$ cat src/rtl/fft_pkg.sv
// Shared constants and bundles for the MDC FFT twiddle datapath.
// Q7 twiddles, 16-bit samples, 16-sample frames.
package fft_pkg;

  localparam int DATA_W    = 16;
  localparam int TW_W      = 9;
  localparam int TW_FRAC   = 7;
  localparam int FRAME_LEN = 16;

  localparam int CNT_W  = $clog2(FRAME_LEN);
  localparam int PROD_W = DATA_W + TW_W + 1;
  localparam int OUT_W  = DATA_W + 1;

  localparam logic signed [PROD_W-1:0] ROUND_CONST =
    PROD_W'(1) <<< (TW_FRAC - 1);

  typedef struct packed {
    logic signed [DATA_W-1:0] re;
    logic signed [DATA_W-1:0] im;
  } cplx_t;

endpackage

$ cat src/rtl/cmul_q7.sv
// Two-stage complex multiply by a Q7 twiddle with round-half-up,
// carrying valid and a bypass flag alongside the data.
module cmul_q7
  import fft_pkg::*;
(
  input  logic                    clk,
  input  logic                    rst_n,
  input  logic                    in_valid,
  input  logic                    in_bypass,
  input  cplx_t                   in_x,
  input  logic signed [TW_W-1:0]  w_r,
  input  logic signed [TW_W-1:0]  w_i,
  output logic                    out_valid,
  output logic signed [OUT_W-1:0] out_re,
  output logic signed [OUT_W-1:0] out_im
);

  logic                     v2;
  logic                     byp2;
  cplx_t                    x2;
  logic signed [PROD_W-1:0] pr2;
  logic signed [PROD_W-1:0] pi2;

  logic signed [PROD_W-1:0] a;
  logic signed [PROD_W-1:0] b;
  logic signed [PROD_W-1:0] c;
  logic signed [PROD_W-1:0] d;

  assign a = PROD_W'(in_x.re);
  assign b = PROD_W'(in_x.im);
  assign c = PROD_W'(w_r);
  assign d = PROD_W'(w_i);

  always_ff @(posedge clk) begin
    if (!rst_n) begin
      v2   <= 1'b0;
      byp2 <= 1'b0;
      x2   <= '0;
      pr2  <= '0;
      pi2  <= '0;
    end else begin
      v2   <= in_valid;
      byp2 <= in_bypass;
      x2   <= in_x;
      pr2  <= a * c - b * d;
      pi2  <= a * d + b * c;
    end
  end

  // Bound on |x|*sqrt(2) keeps the shifted result inside OUT_W bits.
  always_ff @(posedge clk) begin
    if (!rst_n) begin
      out_valid <= 1'b0;
      out_re    <= '0;
      out_im    <= '0;
    end else begin
      out_valid <= v2;
      if (v2) begin
        if (byp2) begin
          out_re <= OUT_W'(x2.re);
          out_im <= OUT_W'(x2.im);
        end else begin
          out_re <= OUT_W'((pr2 + ROUND_CONST) >>> TW_FRAC);
          out_im <= OUT_W'((pi2 + ROUND_CONST) >>> TW_FRAC);
        end
      end
    end
  end

endmodule

$ cat src/rtl/mdc_twiddle_mult8.sv
// Twiddle lane of a 32-point MDC stage: frame counter, ROM address,
// and 3-cycle rotate/bypass pipeline.
module mdc_twiddle_mult8
  import fft_pkg::*;
(
  input  logic                     clk,
  input  logic                     rst_n,
  input  logic                     in_valid,
  input  logic                     in_sync,
  input  logic signed [DATA_W-1:0] in_re,
  input  logic signed [DATA_W-1:0] in_im,
  output logic [2:0]               rom_8_counter,
  input  logic signed [TW_W-1:0]   w_r,
  input  logic signed [TW_W-1:0]   w_i,
  output logic                     out_valid,
  output logic signed [OUT_W-1:0]  out_re,
  output logic signed [OUT_W-1:0]  out_im
);

  logic [CNT_W-1:0] cnt;
  logic [CNT_W-1:0] idx1;
  logic [CNT_W-1:0] idx_now;
  logic             v1;
  cplx_t            x1;

  assign idx_now = in_sync ? '0 : cnt;

  always_ff @(posedge clk) begin
    if (!rst_n) begin
      cnt  <= '0;
      idx1 <= '0;
      v1   <= 1'b0;
      x1   <= '0;
    end else if (in_valid) begin
      cnt  <= idx_now + 1'b1;
      idx1 <= idx_now;
      v1   <= 1'b1;
      x1   <= '{re: in_re, im: in_im};
    end else begin
      v1 <= 1'b0;
    end
  end

  // Address tracks the held index even in the bypass half.
  assign rom_8_counter = idx1[2:0];

  cmul_q7 u_cmul (
    .clk       (clk),
    .rst_n     (rst_n),
    .in_valid  (v1),
    .in_bypass (~idx1[CNT_W-1]),
    .in_x      (x1),
    .w_r       (w_r),
    .w_i       (w_i),
    .out_valid (out_valid),
    .out_re    (out_re),
    .out_im    (out_im)
  );

endmodule

$ cat config.mk
export PLATFORM = sky130hd
export DESIGN_NAME = mdc_twiddle_mult8
export DESIGN_NICKNAME = d
export VERILOG_FILES = /design/src/rtl/fft_pkg.sv /design/src/rtl/cmul_q7.sv /design/src/rtl/mdc_twiddle_mult8.sv
export SDC_FILE = /design/constraint.sdc
export NUM_CORES = 2
export LEC_CHECK = 0
export ABC_AREA = 1
export BUFFER_PORTS_ARGS = -buffer_cell sky130_fd_sc_hd__buf_2
export CAP_MARGIN = 10
export CORE_UTILIZATION = 59
export DETAILED_ROUTE_END_ITERATION = 6
export MAX_ROUTING_LAYER = met4
export PLACE_DENSITY = 0.79
export SYNTH_ARGS = -nofsm -noshare
export SYNTH_HDL_FRONTEND = slang
export SYNTH_SLANG_ARGS = --single-unit
$ cat constraint.sdc
create_clock -name clk -period 6.3 [get_ports clk]
set_input_delay 0.945 -clock clk [delete_from_list [all_inputs] [get_ports clk]]
set_output_delay 0.945 -clock clk [all_outputs]
set_load 0.01 [all_outputs]
==> impl_results.html <==
<table>
<tr><th>Metric</th><th>Value</th></tr>
<tr><th colspan="2">Outcome</th></tr>
<tr><td>Run status</td><td>completed</td></tr>
<tr><th colspan="2">Synthesis</th></tr>
<tr><td>Main synth FF type</td><td>dfxtp_1</td></tr>
<tr><td>Post-synth top area cell</td><td>fa_1</td></tr>
<tr><td>Synthesis Warnings</td><td>0</td></tr>
<tr><td>Number of nets in the synthesized netlist</td><td>4171</td></tr>
<tr><td>Gate count after technology mapping</td><td>3396</td></tr>
<tr><td>Ranking of synthesized cells by area</td><td>fa_1 41%, inv_1 14%, nand2_1 12%</td></tr>
<tr><td>Top cell type's share of synthesized area</td><td>41.0%</td></tr>
<tr><td>Post-synthesis cell area</td><td>26400 µm²</td></tr>
<tr><td>Share of synthesized flip-flops with an asynchronous set or reset</td><td>0%</td></tr>
<tr><td>Synth cell types</td><td>43</td></tr>
<tr><td>Yosys reg bits</td><td>146</td></tr>
<tr><td>Synthesized area per cell</td><td>7.79 µm²</td></tr>
<tr><td>Sequential share of the synthesized area</td><td>11.1%</td></tr>
<tr><td>Count of flip-flops with a built-in enable after synthesis</td><td>0</td></tr>
<tr><th colspan="2">CTS</th></tr>
<tr><td>TritonCTS clock tree</td><td>built</td></tr>
<tr><td>Worst-Skew Late Latency</td><td>0.45 ns</td></tr>
<tr><td>H-tree depth</td><td>4</td></tr>
<tr><td>Maximum number of buffers from clock root to sink</td><td>2</td></tr>
<tr><td>CTS Buf Count</td><td>17</td></tr>
<tr><td>TritonCTS sink count</td><td>146</td></tr>
<tr><td>Master cell of the clock root buffer</td><td>clkbuf_16</td></tr>
<tr><td>Clock input transition at the sequential cells of the worst setup and hold paths</td><td>0.06 ns</td></tr>
<tr><td>Post-CTS repair timing setup buffer count</td><td>0</td></tr>
<tr><th colspan="2">Route</th></tr>
<tr><td>Vias per Instance</td><td>5.21</td></tr>
<tr><td>Count of unresolved DRC violations after routing</td><td>0</td></tr>
<tr><td>Total length of routed wires</td><td>67.1 mm</td></tr>
<tr><td>Post-detailed-route wirelength per cell</td><td>16.0 µm</td></tr>
<tr><td>Number of iterations in the first detailed-routing pass</td><td>5</td></tr>
<tr><td>DR vias</td><td>21900</td></tr>
<tr><td>Remaining number of nets flagged by the antenna check after routing</td><td>0</td></tr>
<tr><td>Iter 0 DRT Violations</td><td>2053</td></tr>
<tr><th colspan="2">STA</th></tr>
<tr><td>Fin. max-slew vios</td><td>0</td></tr>
<tr><td>Slew at the pin closest to its max-slew limit</td><td>1.20 ns</td></tr>
<tr><td>Final Hold Violating Endpoints</td><td>0</td></tr>
<tr><td>Clock skew after layout</td><td>0.0122 ns</td></tr>
<tr><td>Final period demand of the worst path</td><td>6.10 ns</td></tr>
<tr><td>Part of the cycle the worst path needs</td><td>96.8%</td></tr>
<tr><td>Worst hold slack across all endpoints</td><td>0.416 ns</td></tr>
<tr><td>Worst relative slew slack</td><td>19.7%</td></tr>
<tr><td>Number of endpoints failing setup at the final stage</td><td>0</td></tr>
<tr><td>Maximum achievable frequency</td><td>164 MHz</td></tr>
<tr><td>Summed negative setup slack over all endpoints</td><td>0 ns</td></tr>
<tr><th colspan="2">Setup path</th></tr>
<tr><td>Most frequent cell on the critical path</td><td>fa_1</td></tr>
<tr><td>Nature of the critical path startpoint</td><td>flop</td></tr>
<tr><td>CP Max Fanout</td><td>19</td></tr>
<tr><td>Reg-to-reg setup timing slack</td><td>0.20 ns</td></tr>
<tr><td>Required time of the critical path</td><td>6.65 ns</td></tr>
<tr><td>Setup Crit Path Kind</td><td>reg -&gt; reg</td></tr>
<tr><td>Critical path cell sequence</td><td>nand2_1, fa_1, inv_1, fa_1, fa_1, fa_1, fa_1, fa_1, fa_1, ha_4, nand2_1, nor2_1, nor2_2, buf_4, nand2_2, nand2_1, nand2_1, nand2_1, nand3_1, nand2_1, nor2_1</td></tr>
<tr><td>Endpoint class of the critical path</td><td>flop</td></tr>
<tr><td>Arrival time of data at the critical path endpoint</td><td>6.45 ns</td></tr>
<tr><td>Count of cell instances traversed by the critical path</td><td>21</td></tr>
<tr><td>Critical Path Max Stage Delay</td><td>0.99 ns</td></tr>
<tr><td>Count of buffering cells on the critical path with inverters included</td><td>2</td></tr>
<tr><td>Critical Path Slowest Stage Cell</td><td>dfxtp_1</td></tr>
<tr><td>Path depth of the worst reg2reg path</td><td>21</td></tr>
<tr><td>Family of cells with the greatest summed delay on the critical path</td><td>adder cells</td></tr>
<tr><th colspan="2">Placed design</th></tr>
<tr><td>Dpl cell area</td><td>28900 µm²</td></tr>
<tr><td>Number of buffers inserted by port buffering</td><td>91</td></tr>
<tr><td>Weighted congestion at the end of routability-driven global placement</td><td>0.987</td></tr>
<tr><td>Dpl hpwl</td><td>56.0 mm</td></tr>
<tr><th colspan="2">Final layout</th></tr>
<tr><td>Leading cell types in the layout, fill and taps excluded</td><td>952 x inv_1, 844 x nand2_1, 541 x fa_1, 223 x buf_4, 179 x ha_1</td></tr>
<tr><td>Post-synthesis to final-layout area growth</td><td>11.9%</td></tr>
<tr><td>Antenna diode count</td><td>0</td></tr>
<tr><td>Leading cell type in the layout, fill and taps excluded</td><td>inv_1</td></tr>
<tr><td>Post-route design area</td><td>29600 µm²</td></tr>
<tr><td>Final Net Count</td><td>4362</td></tr>
<tr><td>Proportion of layout cells with a drive suffix above 1</td><td>11.0%</td></tr>
<tr><th colspan="2">GRT</th></tr>
<tr><td>Wire length of the first global-routing pass</td><td>109 mm</td></tr>
<tr><td>Pin count of the biggest net entering global routing</td><td>84</td></tr>
<tr><td>Global-route usage over all layers</td><td>32.2%</td></tr>
<tr><td>Number of global-route vias before repair</td><td>21600</td></tr>
<tr><td>GR Overflow Total</td><td>0</td></tr>
<tr><td>Antenna violations before repair</td><td>0</td></tr>
<tr><th colspan="2">Floorplan</th></tr>
<tr><td>Width of the die</td><td>214 µm</td></tr>
<tr><td>Starting Density</td><td>59.8%</td></tr>
<tr><td>I/O pin cnt</td><td>92</td></tr>
<tr><td>Vertical die dimension</td><td>214 µm</td></tr>
<tr><td>Floorplan core area</td><td>44200 µm²</td></tr>
<tr><td>Overall die area</td><td>45700 µm²</td></tr>
<tr><td>Number of placement rows</td><td>77</td></tr>
<tr><th colspan="2">Flow run</th></tr>
<tr><td>Maxcap violations</td><td>0</td></tr>
<tr><th colspan="2">Min path</th></tr>
<tr><td>Worst hold path type</td><td>reg -&gt; reg</td></tr>
<tr><td>Number of cells traversed by the worst hold path</td><td>1</td></tr>
</table>
[per-layer routing]
layer  share of wire, %  up-vias  track usage [%]  wire length (µm)
met4                3.3        0             10.8              2220
met5                  0        -                -                 0
met3                9.7      132             5.84              6530
met2                 47     1024             51.2             31500
li1                   -    10200                -                 -
met1                 40    10500             41.7             26900
[registers in the layout, indices dropped and copies added, names as in the netlist]
register / flops
u_cmul.out_re: 17
u_cmul.out_valid: 1
u_cmul.x2: 32
idx1: 4
u_cmul.out_im: 17
u_cmul.pr2: 18
cnt: 4
u_cmul.v2: 1
u_cmul.pi2: 18
x1: 32
u_cmul.byp2: 1
v1: 1
[final cells by class]
| cell class | count | area (µm²) |
|---|---|---|
| Timing Repair Buffer | 327 | 2390 |
| Inverter | 954 | 3580 |
| Sequential cell | 146 | 2930 |
| Fill cell | 3568 | 14600 |
| Multi-Input combinational cell | 2141 | 19400 |
| Clock inverter | 15 | 165 |
| Tap cell | 592 | 741 |
| Clock buffer | 17 | 425 |
[cells by family (layout without fill, tap and decap cells)]
family                   count (synthesis)  in the layout  synth area share [%]
adder cells (fa/ha/maj)                721            721                  49.5
buffers and inverters                 1109           1313                  15.9
AO/OA/AOI/OAI                          258            258                  5.46
flip-flops                             146            146                  11.1
AND/OR/NAND/NOR                       1136           1136                  17.3
XOR/XNOR                                26             26                 0.861
[cell usage after synthesis (all sizes together), types with 10 or more instances]
| master | number |
|---|---|
| nand2 | 852 |
| o211ai | 15 |
| nand3b | 10 |
| or2 | 15 |
| nand4 | 18 |
| fa | 541 |
| a21oi | 115 |
| o21ai | 66 |
| dfxtp | 146 |
| nand3 | 71 |
| clkbuf | 128 |
| xor2 | 13 |
| buf | 27 |
| ha | 180 |
| inv | 954 |
| nor2 | 144 |
| xnor2 | 13 |
| o22ai | 32 |
| nor3 | 23 |
[final timing paths]
path	startpoint	endpoint
max	x1[4]$_SDFFE_PN0P_	u_cmul.pi2[13]$_SDFF_PN0_
min	idx1[3]$_SDFFE_PN0P_	u_cmul.byp2$_SDFF_PN0_
max reg2reg	x1[4]$_SDFFE_PN0P_	u_cmul.pi2[13]$_SDFF_PN0_
min reg2reg	idx1[3]$_SDFFE_PN0P_	u_cmul.byp2$_SDFF_PN0_
[metrics by stage]
stage	setup slack [ns]	utilization (%)	cells
finish	0.204	66.9	4192
global route	-0.000327	66.9	4192
CTS	0.123	66.8	4192
detailed placement	-0.340	65.5	4160
global placement	-0.255	65.5	4160
floorplan	0.00949	-	3396
[repair_timing]
item | CTS | global route
hold buffers | 0 | 0
resized for setup | 0 | 14
endpoints found under the setup margin | 0 | 18
Power is left out: the tool's default activity adds up to more than one toggle a clock period on the data nets, which glitch-free logic cannot reach.
